File: config.mk
export PLATFORM = sky130hd
export DESIGN_NAME = sync_frame_scheduler
export DESIGN_NICKNAME = d
export VERILOG_FILES = /design/src/rtl/sync_frame_scheduler.sv
export SDC_FILE = /design/constraint.sdc
export NUM_CORES = 1
export LEC_CHECK = 0
export CORE_MARGIN = 2
export CORE_UTILIZATION = 50
export CTS_BUF_LIST = sky130_fd_sc_hd__clkbuf_8
export CTS_CLUSTER_SIZE = 25
export DETAILED_ROUTE_END_ITERATION = 16
export GPL_ROUTABILITY_DRIVEN = 0
export HOLD_SLACK_MARGIN = 0.08
export PLACE_DENSITY_LB_ADDON = 0.08
export SYNTH_ARGS = -nofsm -noshare
export SYNTH_HDL_FRONTEND = slang
export SYNTH_SLANG_ARGS = --single-unit
File: constraint.sdc
create_clock -name clk_10M -period 2.22 [get_ports clk_10M]
set_input_delay 0.666 -clock clk_10M [delete_from_list [all_inputs] [get_ports clk_10M]]
set_output_delay 0.666 -clock clk_10M [all_outputs]
set_load 0.01 [all_outputs]
File: src/rtl/sync_frame_scheduler.sv
// sync_frame_scheduler: shares the master's byte transmitter between 4-byte
// time-sync frames (header, sequence, second, checksum) launched by the 1 Hz
// tick and single-byte command requests. Sync frames always win arbitration.
module sync_frame_scheduler #(
    parameter logic [7:0]  HEADER         = 8'hAA,
    parameter int unsigned GAP_CYCLES     = 1000,
    parameter int unsigned TIMEOUT_CYCLES = 20000
) (
    input  logic       clk_10M,
    input  logic       rst,
    input  logic       hz_tick,
    input  logic [7:0] time_second,
    input  logic       cmd_req,
    input  logic [7:0] cmd_data,
    output logic       cmd_ack,
    output logic [7:0] tx_data,
    output logic       tx_start,
    input  logic       tx_done,
    output logic       syn_en,
    output logic [7:0] frame_seq,
    output logic       busy,
    output logic       sync_pending,
    output logic       overrun,
    output logic       timeout_err
);

    localparam int unsigned MAX_COUNT = (TIMEOUT_CYCLES > GAP_CYCLES) ? TIMEOUT_CYCLES : GAP_CYCLES;
    localparam int CW = $clog2(MAX_COUNT + 1);

    typedef enum logic [1:0] {IDLE, LOAD, WAIT, GAP} state_t;

    state_t        state_reg;
    logic [7:0]    frame_bytes_reg [4];
    logic [1:0]    byte_idx_reg;
    logic [1:0]    last_idx_reg;
    logic          is_sync_reg;
    logic [CW-1:0] cnt_reg;
    logic [7:0]    snapshot_reg;
    logic [7:0]    frame_seq_reg;
    logic [7:0]    tx_data_reg;
    logic          tx_start_reg;
    logic          syn_en_reg;
    logic          cmd_ack_reg;
    logic          sync_pending_reg;
    logic          overrun_reg;
    logic          timeout_err_reg;

    // Frame sequencer plus tick latch; the tick latch is evaluated last so a
    // tick in the same cycle a sync frame starts keeps sync_pending set.
    always_ff @(posedge clk_10M) begin
        if (rst) begin
            state_reg        <= IDLE;
            for (int i = 0; i < 4; i++) begin
                frame_bytes_reg[i] <= 8'h00;
            end
            byte_idx_reg     <= 2'd0;
            last_idx_reg     <= 2'd0;
            is_sync_reg      <= 1'b0;
            cnt_reg          <= '0;
            snapshot_reg     <= 8'h00;
            frame_seq_reg    <= 8'h00;
            tx_data_reg      <= 8'h00;
            tx_start_reg     <= 1'b0;
            syn_en_reg       <= 1'b0;
            cmd_ack_reg      <= 1'b0;
            sync_pending_reg <= 1'b0;
            overrun_reg      <= 1'b0;
            timeout_err_reg  <= 1'b0;
        end else begin
            tx_start_reg <= 1'b0;
            syn_en_reg   <= 1'b0;
            cmd_ack_reg  <= 1'b0;

            case (state_reg)
                IDLE: begin
                    if (sync_pending_reg) begin
                        frame_bytes_reg[0] <= HEADER;
                        frame_bytes_reg[1] <= frame_seq_reg;
                        frame_bytes_reg[2] <= snapshot_reg;
                        frame_bytes_reg[3] <= HEADER ^ frame_seq_reg ^ snapshot_reg;
                        is_sync_reg        <= 1'b1;
                        byte_idx_reg       <= 2'd0;
                        last_idx_reg       <= 2'd3;
                        tx_data_reg        <= HEADER;
                        tx_start_reg       <= 1'b1;
                        syn_en_reg         <= 1'b1;
                        sync_pending_reg   <= 1'b0;
                        state_reg          <= LOAD;
                    end else if (cmd_req && !hz_tick) begin
                        // A tick arriving together with a command is only
                        // visible as pending next cycle, so the command
                        // defers one cycle to let the sync frame go first.
                        frame_bytes_reg[0] <= cmd_data;
                        is_sync_reg        <= 1'b0;
                        byte_idx_reg       <= 2'd0;
                        last_idx_reg       <= 2'd0;
                        tx_data_reg        <= cmd_data;
                        tx_start_reg       <= 1'b1;
                        cmd_ack_reg        <= 1'b1;
                        state_reg          <= LOAD;
                    end
                end
                LOAD: begin
                    cnt_reg   <= CW'(1);
                    state_reg <= WAIT;
                end
                WAIT: begin
                    if (tx_done) begin
                        if (is_sync_reg && byte_idx_reg == 2'd3) begin
                            frame_seq_reg <= frame_seq_reg + 8'd1;
                        end
                        cnt_reg   <= CW'(1);
                        state_reg <= GAP;
                    end else if (cnt_reg == CW'(TIMEOUT_CYCLES - 1)) begin
                        // Abort: marking the current byte as the last one
                        // makes the gap return to IDLE.
                        timeout_err_reg <= 1'b1;
                        last_idx_reg    <= byte_idx_reg;
                        cnt_reg         <= CW'(1);
                        state_reg       <= GAP;
                    end else begin
                        cnt_reg <= cnt_reg + CW'(1);
                    end
                end
                GAP: begin
                    if (cnt_reg == CW'(GAP_CYCLES)) begin
                        if (byte_idx_reg != last_idx_reg) begin
                            byte_idx_reg <= byte_idx_reg + 2'd1;
                            tx_data_reg  <= frame_bytes_reg[byte_idx_reg + 2'd1];
                            tx_start_reg <= 1'b1;
                            state_reg    <= LOAD;
                        end else begin
                            state_reg <= IDLE;
                        end
                    end else begin
                        cnt_reg <= cnt_reg + CW'(1);
                    end
                end
                default: state_reg <= IDLE;
            endcase

            if (hz_tick) begin
                sync_pending_reg <= 1'b1;
                snapshot_reg     <= time_second;
                if (sync_pending_reg) begin
                    overrun_reg <= 1'b1;
                end
            end
        end
    end

    assign cmd_ack      = cmd_ack_reg;
    assign tx_data      = tx_data_reg;
    assign tx_start     = tx_start_reg;
    assign syn_en       = syn_en_reg;
    assign frame_seq    = frame_seq_reg;
    assign busy         = (state_reg != IDLE);
    assign sync_pending = sync_pending_reg;
    assign overrun      = overrun_reg;
    assign timeout_err  = timeout_err_reg;

endmodule

After elaboration in Yosys (flattened, before gate mapping). Memories as Yosys holds them, arrays and structs flattened. Index checks and enable logic that the tools add are counted.

Bits in registers: 52. RAM bits: 32. Bits of input ports: 21. Output and inout bits: 23. Memories: 1.

Memories: frame_bytes_reg (depth 4, bits a word 8, rd ports 1, clocked after memory_dff 0, wr ports 4, RTL line 33) `logic [7:0] frame_bytes_reg [4];`.

Add/sub/neg operators: 3. Eq/ne operators: 14. Muxes and demuxes: 49. Bitwise logic cells: 8. Reductions and logical operators: 18.

Operators by type and width (count): 8-bit 2-to-1 mux (9); 15-bit 2-to-1 mux (3); 15-bit one-hot mux with 3 select lines (1); 2-bit 2-to-1 mux (12); 1-bit 2-to-1 mux (19); 8-bit one-hot mux with 2 select lines (1); 15-bit by 1-bit adder with 15-bit output (second input constant) (1); 15-bit by 10-bit == test with 1-bit output (second input constant) (1); 15-bit == test (second input constant) (1); 2-bit inequality test (second input constant) (5); 2-bit nonzero test (5); 3-bit AND reduction (3); 8-bit by 1-bit adder with 8-bit output (second input constant) (1); 2-bit one-hot mux with 2 select lines (2); 2-bit one-hot mux with 4 select lines (1); 4-bit AND reduction (2); 8-bit bitwise XOR (1); 2-bit == test (second input constant) (3); 3-bit inequality test (second input constant) (2); 2-bit AND reduction (3); 1-bit bitwise OR (5); 4-bit NOT (1); 3-bit nonzero test (1); 2-bit by 1-bit adder with 2-bit output (second input constant) (1); other kinds (7) (8).

Logic depth before layout (Yosys ltp).
Word-level depth: 8. Mapped depth: 8. Depth with buffers taken out: 7.

Worst setup path before layout. OpenSTA, ideal clock, no wires.

Path type: register to register. From: reg byte_idx_reg[0]. To: reg tx_data_reg[1], in the netlist tx_data[1]. Arrival: 1768 ps. Data required time: 2104 ps. Slack: 336 ps. Stages on the path, launching flop included: 7. Path buffers: 1. Period minus slack after synthesis: 1884 ps. Path through: dfxtp_1 ha_1 buf_2 mux4_2 o22ai_1 nor4_1 a31o_2.

Word-level cells in the longest chain between the ends: 5. Elaborated cells between the ends (all ways): 8. Classes of those cells: add/sub (1); eq/ne (2); mux (3); reduce/logical (1); memory (1).

RTL lines: start: declaration (RTL line 34) `logic [1:0] byte_idx_reg;`; start signal: assignment (RTL line 128) `byte_idx_reg <= byte_idx_reg + 2'd1;`; 2-bit by 1-bit adder with 2-bit output (RTL line 129) `tx_data_reg <= frame_bytes_reg[byte_idx_reg + 2'd1];`; memory 4 x 8 bit; 8-bit 2-to-1 mux (RTL line 127) `if (byte_idx_reg != last_idx_reg) begin`; 8-bit 2-to-1 mux (RTL line 126) `if (cnt_reg == CW'(GAP_CYCLES)) begin`; 8-bit one-hot mux with 2 select lines (RTL line 74) `case (state_reg)`; end signal: assignment (RTL line 97) `tx_data_reg <= cmd_data;`; end signal: assignment (RTL line 129); end: declaration (RTL line 40) `logic [7:0] tx_data_reg;`.

Parallel ways exist; a longest one is shown, timed or not. The select of a mux whose other input is x is not followed. A chain may end at the register's enable or synchronous reset.

Final worst setup path.
From: reg frame_seq_reg[6], in the netlist frame_seq[6]. To: out frame_seq[6].

RTL lines: start: declaration (RTL line 39) `logic [7:0] frame_seq_reg;`; start signal: assignment (RTL line 110) `frame_seq_reg <= frame_seq_reg + 8'd1;`; end: declaration (RTL line 20) `output logic [7:0] frame_seq,`.

No word-level cell between the ends.

==> results summary <==
The final setup TNS is 0 ns. The worst-case clock buffer depth came out at 2. The fraction of the core area covered by cells at the end of the flow is 62.0%. The mapped netlist covers 0.00392 mm². At the pin with the least slew margin, the transition time is 0.559 ns.

The fraction of final layout cells with drive strength greater than 1 came out at 13.7%. Along the worst hold path, the cell count comes to 2. The worst clock skew is 0.0117 ns. The post-layout instance count excluding filler cells came out at 539. The number of pins with negative max-slew slack in the final report is 0. The worst relative slew slack is 62.2%. The peak fanout along the critical path is 5. The worst setup slack for register-to-register paths came out at 0.18 ns. The post-route antenna net violation count came out at 0. Of all cell types, the one taking the most synthesized area is sky130_fd_sc_hd__dfxtp_1. The estimated wirelength of the detail-placed design is 6.07 mm.

In the routed design, unresolved DRC markers number 0. The highest achievable clock rate came out at 477 MHz. The die boundary height is 92.5 µm. The endpoint identified for the worst register-to-register timing path is tx_data[6]$_SDFFE_PP0P_. The analysis attributes to cell leakage a power of 0.00174 µW.

For this run, the slowest stage of the critical path takes 0.60 ns. The tool flagged a number of max-cap violations equal to 0. The largest net degree at the start of global routing came out at 32. The routed via count came out at 2999. In this run the mean area of a mapped cell was 10.4 µm². Global routing consumed, over all layers together, 21.0% of the routing resources.

The reg-to-reg critical path startpoint is byte_idx_reg[0]$_SDFFE_PP0P_. Setup repair after global routing left no endpoint under its margin. The number of nets handed over by synthesis was 404.

The starting density of the core is 51.2%. The die width came out at 92.5 µm. The worst hold path begins at overrun$_SDFFE_PP0P_.

The cell row count came out at 32. The cell count after synthesis came out at 376. Ranked by total cell area, the synthesized netlist is headed by sky130_fd_sc_hd__dfxtp_1 (31%), sky130_fd_sc_hd__edfxtp_1 (18%), sky130_fd_sc_hd__mux4_2 (4.6%). The area taken by flip-flops and latches is 0.00192 mm².

The initial antenna violation count came out at 0. Once the clock tree was built, the setup fixing pass inserted 0 buffers. Walking the worst path, the cells encountered are clkdlybuf4s50_1. The number of flops mapped to enable cells by yosys is 24.

The aggregate global routing overflow is 0. The number of buffers created by CTS is 9. The number of different library cells in the post-synthesis netlist came out at 56. The kind of path behind the tightest hold check is register to register. Counting both buffers and inverters, the worst setup path holds a total of 1. Overall power consumption after layout is estimated at 4190 µW. The synthesized design contains 84 register bits. On the critical path the largest part of the delay comes from buffers and inverters. The clock sink count came out at 84. The final number of hold-violating endpoints was 0. The total number of H-tree levels came out at 3. The final layout contains routed wiring with a total length of 8.57 mm. During placement, the flow inserted port buffers numbering 43. The synthesized design devotes to its leading area cell type 30.7% of total area. The growth of design area from synthesis to finish came out at 21.0%. The clock period minus worst slack came out at 2.10 ns.

The sequential cell area fraction in the yosys report came out at 49.1%. The share of async-settable or async-resettable flops after synthesis came out at 0%. The number of failing setup endpoints in the final timing report came out at 0. The number of antenna cells inserted is 0. The number of inserted filler cells in the final layout is 655.

VDD sags by at most 0.383 mV. After detailed routing, the average wire length per cell comes to 15.9 µm. The count of TritonRoute iterations in the first routing pass came out at 4.

The count of hold-fix buffers inserted at cts is 0. The element type at the critical path start is a register. The number of placed instances, taps included is 523. The flip-flop count of the largest register after layout is 32. For this block, the initial DRC count from the detailed router was 163. The root buffer cell chosen for the clock tree is sky130_fd_sc_hd__clkbuf_8. The hold path endpoint is overrun$_SDFFE_PP0P_.

In the synthesized netlist the dominant register cell turns out to be sky130_fd_sc_hd__dfxtp_1. The required time of the critical path is 1.55 ns. The insertion delay of the later-clocked pin in the worst-skew pair is 0.35 ns. The commonest cells after synthesis are sky130_fd_sc_hd__dfxtp_1 (60), sky130_fd_sc_hd__nor2_1 (46), sky130_fd_sc_hd__edfxtp_1 (24). The count of yosys warnings during synthesis came out at 0. The arrival time of the worst setup path is 1.43 ns. The clock-pin slew of the registers on the worst-case setup and hold paths came out at 0.09 ns.

In the post-synthesis netlist, the cell with the most instances is sky130_fd_sc_hd__dfxtp_1. The floorplan core area came out at 0.00765 mm². The length in cells of the worst reg-to-reg path came out at 5. The flow ran to the end, and the final reports show no timing, DRC or antenna violations. The worst setup path is captured at a primary output. The wire length of the first global-routing pass came out at 14.1 mm. The area of the die came out at 0.00856 mm².

TritonCTS built the clock tree. The largest individual stage delay along the critical path comes from the cell sky130_fd_sc_hd__clkdlybuf4s50_1. The number of global-route vias before repair is 2762.

The final critical path takes up 94.4% of the cycle. The area of the multi-input gates came out at 0.00185 mm². The vias per cell came out at 5.56. The total number of nets in the final design is 460. The path type of the worst setup path is register to primary output. Pin placement for this block handled 44 I/O pins. The power density normalized to cell area came out at 884 mW/mm².
what timing repair did:
item                                    CTS  global route
cloned                                    0             0
endpoints found under the setup margin    1             8
gates resized for setup                   3             2
power breakdown:
group          total, µW  switching (µW)  leakage (µW)  internal [µW]
logic               1170             638      0.000891            536
clock network       1100             571      0.000102            528
registers           1920             113      0.000743           1800
cells in the final DEF, fill, tap and decap left out, types with 2 or more instances in the layout:
cell type and n:
sky130_fd_sc_hd__a311oi_1 4, sky130_fd_sc_hd__inv_6 2, sky130_fd_sc_hd__nor3_1 9, sky130_fd_sc_hd__clkinv_1 2, sky130_fd_sc_hd__clkdlybuf4s50_1 42, sky130_fd_sc_hd__nor4_1 4, sky130_fd_sc_hd__a31o_2 3, sky130_fd_sc_hd__xor2_1 16
sky130_fd_sc_hd__xnor2_1 11, sky130_fd_sc_hd__dfxtp_2 2, sky130_fd_sc_hd__nor2_1 46, sky130_fd_sc_hd__a21oi_1 17, sky130_fd_sc_hd__or4_1 2, sky130_fd_sc_hd__o21ai_0 12, sky130_fd_sc_hd__and3_1 2, sky130_fd_sc_hd__mux4_2 8
sky130_fd_sc_hd__nand4_1 11, sky130_fd_sc_hd__or3_1 4, sky130_fd_sc_hd__nand2_1 20, sky130_fd_sc_hd__inv_1 8, sky130_fd_sc_hd__a31oi_1 5, sky130_fd_sc_hd__nand3_1 10, sky130_fd_sc_hd__clkbuf_8 9, sky130_fd_sc_hd__o22ai_1 5
sky130_fd_sc_hd__nor2b_1 3, sky130_fd_sc_hd__ha_1 7, sky130_fd_sc_hd__mux2i_1 17, sky130_fd_sc_hd__buf_4 20, sky130_fd_sc_hd__a22oi_1 4, sky130_fd_sc_hd__and4_1 2, sky130_fd_sc_hd__dfxtp_1 58, sky130_fd_sc_hd__and2_1 16
sky130_fd_sc_hd__a2bb2oi_1 2, sky130_fd_sc_hd__edfxtp_1 24, sky130_fd_sc_hd__clkinv_4 2
layout make-up:
| cell class | count | area share [%] |
|---|---|---|
| flip-flops and latches | 84 | 40.6 |
| multi-input cells | 263 | 39.0 |
| repair buffers | 64 | 12.6 |
| well taps | 102 | 2.69 |
| clock buffers | 9 | 2.61 |
| clock inverters | 7 | 1.61 |
| inverters | 10 | 0.792 |
worst max path at each step:
stage / startpoint / end / slack (ns) / cells after the start
final: frame_seq[6]$_SDFFE_PP0P_ / frame_seq[6] / 0.12 / 1
after floorplan: byte_idx_reg[0]$_SDFFE_PP0P_ / tx_data[1]$_SDFFE_PP0P_ / 0.34 / 6
after global placement: cmd_req / state_reg[0]$_SDFFE_PP0P_ / -0.003 / 6
after detailed placement: cmd_req / state_reg[0]$_SDFFE_PP0P_ / -0.03 / 6
after CTS: cnt_reg[0]$_SDFFE_PP0P_ / cnt_reg[3]$_SDFFE_PP0P_ / 0.1 / 7
after global routing: cnt_reg[0]$_SDFFE_PP0P_ / state_reg[0]$_SDFFE_PP0P_ / 0.02 / 6
metrics by stage:
stage	cell area [µm²]	worst slack (ns)	hold WS, ns
floorplan	3920	0.336	0.446
global placement	4520	-0.00256	0.448
detailed placement	4520	-0.0328	0.468
CTS	4720	0.0964	0.489
global route	4740	0.0192	0.521
finish	4740	0.124	0.483
kinds of logic after synthesis:
kind of cell | after synthesis | share of synthesized area [%]
XOR/XNOR | 27 | 6.04
multiplexers | 25 | 8.95
AND/OR/NAND/NOR | 140 | 18.9
flip-flops | 84 | 49.1
adder cells (fa/ha/maj) | 7 | 2.24
buffers and inverters | 29 | 4.06
AO/OA/AOI/OAI | 64 | 10.7
routing by layer:
metal	vias to the layer above	GRT usage [%]	wire length, µm	part of all wire [%]
met4	0	6.59	106	1.2
met2	68	31.8	3910	46
met3	10	3.25	356	4.2
met5	-	0	0	0
met1	1434	31.0	4200	49
li1	1487	-	-	-
No activity file was read; power rests on OpenSTA's default activity.
